**config.mk**
```make
export PLATFORM = sky130hd
export DESIGN_NAME = axis_prbs_frame_gen
export DESIGN_NICKNAME = d
export VERILOG_FILES = /design/src/rtl/axis_prbs_frame_gen.sv
export SDC_FILE = /design/constraint.sdc
export NUM_CORES = 1
export LEC_CHECK = 0
export CAP_MARGIN = 20
export CORE_MARGIN = 2
export CORE_UTILIZATION = 50
export CTS_BUF_LIST = sky130_fd_sc_hd__clkbuf_4 sky130_fd_sc_hd__clkbuf_8
export CTS_CLUSTER_DIAMETER = 150
export DETAILED_ROUTE_END_ITERATION = 6
export GPL_TIMING_DRIVEN = 0
export PLACE_DENSITY = 0.77
export SLEW_MARGIN = 25
export SYNTH_ARGS = -nofsm -noshare
export SYNTH_HDL_FRONTEND = slang
export SYNTH_SLANG_ARGS = --single-unit
```
**constraint.sdc**
```tcl
create_clock -name USER_CLK -period 3.9 [get_ports USER_CLK]
set_input_delay 0.975 -clock USER_CLK [delete_from_list [all_inputs] [get_ports USER_CLK]]
set_output_delay 0.975 -clock USER_CLK [all_outputs]
set_load 0.03 [all_outputs]
```
**src/rtl/axis_prbs_frame_gen.sv**
```systemverilog
// axis_prbs_frame_gen: AXI4-Stream PRBS frame generator for the Aurora TX user interface
// Ports: USER_CLK/RESET (async, active-high); CHANNEL_UP aborts and reseeds when low;
// ENABLE permits new frames; AXI4_S_IP_TREADY sink ready; AXI4_S_OP_* stream outputs;
// FRAME_COUNT frames accepted; STALL_COUNT backpressure cycles when AXIS_GEN_STALL_CNT_EN is defined.
module axis_prbs_frame_gen #(
    parameter int          DATA_WIDTH  = 32,
    parameter int          KEEP_WIDTH  = DATA_WIDTH / 8,
    parameter int          MAX_LEN_W   = 4,
    parameter int          IDLE_CYCLES = 2,
    parameter logic [15:0] SEED        = 16'hABCD
) (
    input  logic                  USER_CLK,
    input  logic                  RESET,
    input  logic                  CHANNEL_UP,
    input  logic                  ENABLE,
    input  logic                  AXI4_S_IP_TREADY,
    output logic [DATA_WIDTH-1:0] AXI4_S_OP_TDATA,
    output logic [KEEP_WIDTH-1:0] AXI4_S_OP_TKEEP,
    output logic                  AXI4_S_OP_TLAST,
    output logic                  AXI4_S_OP_TVALID,
    output logic [15:0]           FRAME_COUNT,
    output logic [15:0]           STALL_COUNT
);
    typedef enum logic [1:0] {IDLE, SEND, GAP} state_t;
    localparam logic [KEEP_WIDTH-1:0] ONES = {KEEP_WIDTH{1'b1}};
    localparam logic [15:0] GAP_N = 16'(IDLE_CYCLES);
    state_t                state_q, state_d;
    logic [15:0]           lfsr_q, lfsr_d, lfsr_nxt;
    logic [MAX_LEN_W-1:0]  cnt_q, cnt_d;
    logic [15:0]           gap_q, gap_d;
    logic [KEEP_WIDTH-1:0] keep_last_q, keep_last_d;
    logic [KEEP_WIDTH-1:0] tkeep_q, tkeep_d;
    logic [DATA_WIDTH-1:0] tdata_q, tdata_d;
    logic                  tvalid_q, tvalid_d, tlast_q, tlast_d;
    logic [15:0]           frame_cnt_q, frame_cnt_d;
    assign lfsr_nxt = {lfsr_q[14:0], lfsr_q[15] ^ lfsr_q[14] ^ lfsr_q[12] ^ lfsr_q[3]};
    // cnt_q holds the words still to send after the current one
    always_comb begin
        state_d     = state_q;
        lfsr_d      = lfsr_q;
        cnt_d       = cnt_q;
        gap_d       = gap_q;
        keep_last_d = keep_last_q;
        tkeep_d     = tkeep_q;
        tdata_d     = tdata_q;
        tvalid_d    = tvalid_q;
        tlast_d     = tlast_q;
        frame_cnt_d = frame_cnt_q;
        if (!CHANNEL_UP) begin
            state_d     = IDLE;
            lfsr_d      = SEED;
            tvalid_d    = 1'b0;
            tlast_d     = 1'b0;
            tkeep_d     = '0;
            tdata_d     = '0;
            frame_cnt_d = '0;
        end else begin
            case (state_q)
                IDLE: if (ENABLE) begin
                    state_d     = SEND;
                    tvalid_d    = 1'b1;
                    tdata_d     = {2{lfsr_q}};
                    cnt_d       = lfsr_q[MAX_LEN_W-1:0];
                    // lastbytes = lfsr[5:4]+1 lanes, packed from the MSB lane down
                    keep_last_d = ~((ONES >> 1) >> lfsr_q[5:4]);
                    tlast_d     = lfsr_q[MAX_LEN_W-1:0] == '0;
                    tkeep_d     = tlast_d ? keep_last_d : ONES;
                end
                SEND: if (AXI4_S_IP_TREADY) begin
                    lfsr_d = lfsr_nxt;
                    if (tlast_q) begin
                        tvalid_d    = 1'b0;
                        tlast_d     = 1'b0;
                        frame_cnt_d = frame_cnt_q + 16'd1;
                        gap_d       = '0;
                        state_d     = (IDLE_CYCLES == 0) ? IDLE : GAP;
                    end else begin
                        cnt_d   = cnt_q - MAX_LEN_W'(1);
                        tdata_d = {2{lfsr_nxt}};
                        tlast_d = cnt_q == MAX_LEN_W'(1);
                        tkeep_d = tlast_d ? keep_last_q : ONES;
                    end
                end
                GAP: begin
                    gap_d   = gap_q + 16'd1;
                    state_d = (gap_q == GAP_N - 16'd1) ? IDLE : GAP;
                end
                default: state_d = IDLE;
            endcase
        end
    end
    always_ff @(posedge USER_CLK or posedge RESET) begin
        if (RESET) begin
            state_q     <= IDLE;
            lfsr_q      <= SEED;
            cnt_q       <= '0;
            gap_q       <= '0;
            keep_last_q <= '0;
            tkeep_q     <= '0;
            tdata_q     <= '0;
            tvalid_q    <= 1'b0;
            tlast_q     <= 1'b0;
            frame_cnt_q <= '0;
        end else begin
            state_q     <= state_d;
            lfsr_q      <= lfsr_d;
            cnt_q       <= cnt_d;
            gap_q       <= gap_d;
            keep_last_q <= keep_last_d;
            tkeep_q     <= tkeep_d;
            tdata_q     <= tdata_d;
            tvalid_q    <= tvalid_d;
            tlast_q     <= tlast_d;
            frame_cnt_q <= frame_cnt_d;
        end
    end
`ifdef AXIS_GEN_STALL_CNT_EN
    logic [15:0] stall_q, stall_d;
    always_comb begin
        stall_d = stall_q;
        if (!CHANNEL_UP)
            stall_d = '0;
        else if (tvalid_q && !AXI4_S_IP_TREADY && stall_q != 16'hFFFF)
            stall_d = stall_q + 16'd1;
    end
    always_ff @(posedge USER_CLK or posedge RESET) begin
        if (RESET)
            stall_q <= '0;
        else
            stall_q <= stall_d;
    end
    assign STALL_COUNT = stall_q;
`else
    assign STALL_COUNT = 16'h0000;
`endif
    assign AXI4_S_OP_TDATA  = tdata_q;
    assign AXI4_S_OP_TKEEP  = tkeep_q;
    assign AXI4_S_OP_TLAST  = tlast_q;
    assign AXI4_S_OP_TVALID = tvalid_q;
    assign FRAME_COUNT      = frame_cnt_q;
endmodule

```
==> summary.txt <==
Yosys
  • Cell taking the most area after synthesis: dfrtp_1
  • Syn Std Cell Area: 4170 sq um
  • Area share of the largest cell type after synthesis: 42.0%
  • Asr flop ratio synth: 100%
  • Warnings from Yosys: 0
  • Syn avg cell area: 9.36 sq um
  • Gate count after technology mapping: 445
  • Synthesized flop and latch total: 80
  • Top cells by area, synth: dfrtp_1 (42%), dfstp_2 (6.3%), nand2_1 (6.2%)
  • Ys flop type: dfrtp_1
  • Post-synthesis sequential area ratio: 48.3%
  • Netlist cell types: 49
  • EDFF count, synth: 0

Drt
  • Via-to-Cell Ratio: 5.41
  • Routed WL: 9.31 mm
  • Wirelength per Cell: 14.5 um
  • Initial detailed-routing violation count: 212
  • DRT Pass-1 Iters: 4
  • Detail Route Antenna Nets: 0
  • Residual DRC: 0
  • Vias post-DR: 3,461

Clock network
  • Postcts setup bufs: 0
  • Cts hold-fix bufs: 0
  • CTS Buffer Depth: 2
  • Clock Tree Root: clkbuf_8
  • # clock sinks: 80
  • H-tree lvl count: 3
  • CTS-repair resized insts: 0
  • Worst-Skew Late Latency: 0.34 ns
  • Total CTS buffers: 9
  • TritonCTS clock tree: done
  • Clk slew on worst S/H paths: 0.08 ns

Global routing
  • Initial antenna violation count: 0
  • Vias in the first global route: 3,316
  • Overall routing resource usage: 21.7%
  • Largest net degree at the start of global routing: 48
  • First-pass GRT wire length: 15.6 mm
  • Total grt overflow: 0

STA
  • Slew Limit Fails: 0
  • Fin Setup TNS: 0 ns
  • Top achievable clock speed: 370 MHz
  • Hold slack final: 0.476 ns
  • Worst Max-Slew Pin Slew: 0.570 ns
  • Worst rel slew slack: 61.0%
  • Min Tclk post-route: 2.70 ns
  • Final setup fails: 0
  • Final Hold Fails: 0
  • RSZ-0062 raised after global routing: no
  • Clk_skew: 0.0121 ns
  • Period utilisation layout: 69.3%

Min path
  • Hold WC Path Type: reg -> reg

Power
  • PwrDens: 408 nW/um^2
  • Highest ir drop seen on vdd: 0.000218 V
  • Leakage power: 2.26 nW

Run status
  • Outcome: complete, no violations

Final layout
  • # diodes: 0
  • Finished Layout Cells: 640
  • Nets: 540
  • Share of cells above drive strength 1: 13.8%
  • Area Growth Syn to Fin: 24.7%
  • Fin area: 5190 sq um

Setup path
  • Worst Path Max Fanout: 10
  • Crit path kind: in -> reg
  • Worst-path cell chain: clkdlybuf4s50_1, nand4b_4, clkbuf_1, nor2_1, clkbuf_1, nor2_1
  • Crit path largest cell delay: 0.65 ns
  • WP data required: 4.12 ns
  • Critical Path AT: 2.92 ns
  • CP endpoint kind: flop
  • Slowest-stage cell, CP: clkdlybuf4s50_1
  • Critical Path Start Type: input pin

Place
  • # placed instances: 624
  • Port-buffer cells: 58
  • Post-DP HPWL: 6.51 mm
  • Final Wtd Congestion: 0.828
  • Placed instance area: 4960 sq um

Flow run
  • # Max-Cap Violations: 0

Floorplanning
  • Die X: 95.3 um
  • Die Y: 95.3 um
  • CORE AREA: 8130 sq um
  • Initial Util: 51.2%
  • Core Rows: 33
  • Io pins: 75
  • Die Footprint: 9080 sq um
==> cell type report <==
type / count / area (sq um)
Timing Repair Buffer: 59 / 608
Inverter: 10 / 40.0
Multi-Input combinational cell: 312 / 1820
Clock inverter: 5 / 78.8
Buffer: 58 / 350
Sequential cell: 80 / 2010
Tap cell: 105 / 131
Fill cell: 656 / 2940
Clock buffer: 11 / 151
==> where the power goes <==
group,leakage (nW),switching (mW),internal [mW]
logic,1.10,0.277,0.198
registers,1.04,0.0547,0.893
clock network,0.119,0.302,0.395
total,2.26,0.633,1.49
==> critical path, delay by kind of cell <==
kind,cells,cell delay (ns)
buffers and inverters,3,1.32
AND/OR/NAND/NOR,3,0.63
==> worst paths after layout <==
kind / end / cells past startpoint / slack [ns] / startpoint
max reg2reg: AXI4_S_OP_TDATA[18] / 6 / 1.88 / state_q[0]
max in group asynchronous: lfsr_q[2] / 3 / 2.27 / RESET
max: gap_q[7] / 6 / 1.20 / AXI4_S_IP_TREADY
min in group asynchronous: FRAME_COUNT[15] / 2 / 0.99 / RESET
min reg2reg: keep_last_q[3] / 1 / 0.48 / keep_last_q[3]
min: keep_last_q[3] / 1 / 0.48 / keep_last_q[3]
==> metrics by stage <==
stage / util (%) / power [mW] / worst slack (ns)
2_1_floorplan: - / 1.28 / 0.890
3_3_place_gp: 60.7 / 1.42 / -0.351
3_5_place_dp: 61.0 / 1.44 / 0.824
4_1_cts: 63.9 / 2.14 / 1.19
5_1_grt: 63.9 / 2.22 / 1.01
6_report: 63.9 / 2.12 / 1.20
==> cells by family after synthesis <==
family / synth area share [%]
compound gates: 14.5
xor+xnor: 3.78
fa+ha+maj: 1.50
buf+inv: 9.31
flops: 48.3
mux: 2.94
other cells: 0.0900
simple gates: 19.5
==> per-layer routing <==
layer,wire [um],track usage (%)
met1,4140,27.9
met4,120,7.85
met5,0,0
met2,4690,36.9
met3,352,3.56
==> placed cells by master, fill, tap and decap left out, types with 7 or more instances in the layout <==
cell and n:
conb_1 16, o2bb2ai_1 12, clkbuf_1 17, nand3_1 18
mux2i_1 10, clkbuf_8 11, a21oi_1 28, o21ai_0 16
dfrtp_1 70, xnor2_1 12, inv_1 9, nand4_1 8
buf_2 7, clkdlybuf4s50_1 58, nand2_1 69, buf_4 33
or3_1 7, nor2_1 34, dfstp_2 10
==> sequential cells by signal (all words and copies together), names as in the netlist <==
name              flops
cnt_q                 4
lfsr_q               16
FRAME_COUNT          16
keep_last_q           4
AXI4_S_OP_TDATA      16
AXI4_S_OP_TLAST       1
AXI4_S_OP_TVALID      1
state_q               2
gap_q                16
AXI4_S_OP_TKEEP       4
==> synthesized netlist by cell type (2+ instances only) <==
| master | instances |
|---|---|
| a2111oi_0 | 3 |
| a211o_1 | 2 |
| a211oi_1 | 2 |
| a21o_1 | 2 |
| a21oi_1 | 28 |
| a311oi_1 | 5 |
| and3_1 | 2 |
| and4_1 | 2 |
| buf_2 | 7 |
| buf_4 | 33 |
| clkbuf_1 | 17 |
| dfrtp_1 | 70 |
| dfstp_2 | 10 |
| ha_1 | 5 |
| inv_1 | 10 |
| mux2_2 | 2 |
| mux2i_1 | 10 |
| nand2_1 | 69 |
| nand2b_1 | 5 |
| nand3_1 | 18 |
| nand4_1 | 8 |
| nor2_1 | 34 |
| nor2b_1 | 2 |
| nor3_1 | 6 |
| nor4_1 | 4 |
| o211ai_1 | 4 |
| o21a_1 | 3 |
| o21ai_0 | 16 |
| o22ai_1 | 3 |
| o2bb2ai_1 | 12 |
| o31ai_1 | 5 |
| o32ai_1 | 2 |
| or2_2 | 2 |
| or3_1 | 7 |
| or4_1 | 5 |
| xnor2_1 | 12 |
| xor2_1 | 6 |
Power figures use the tool's default switching activity.
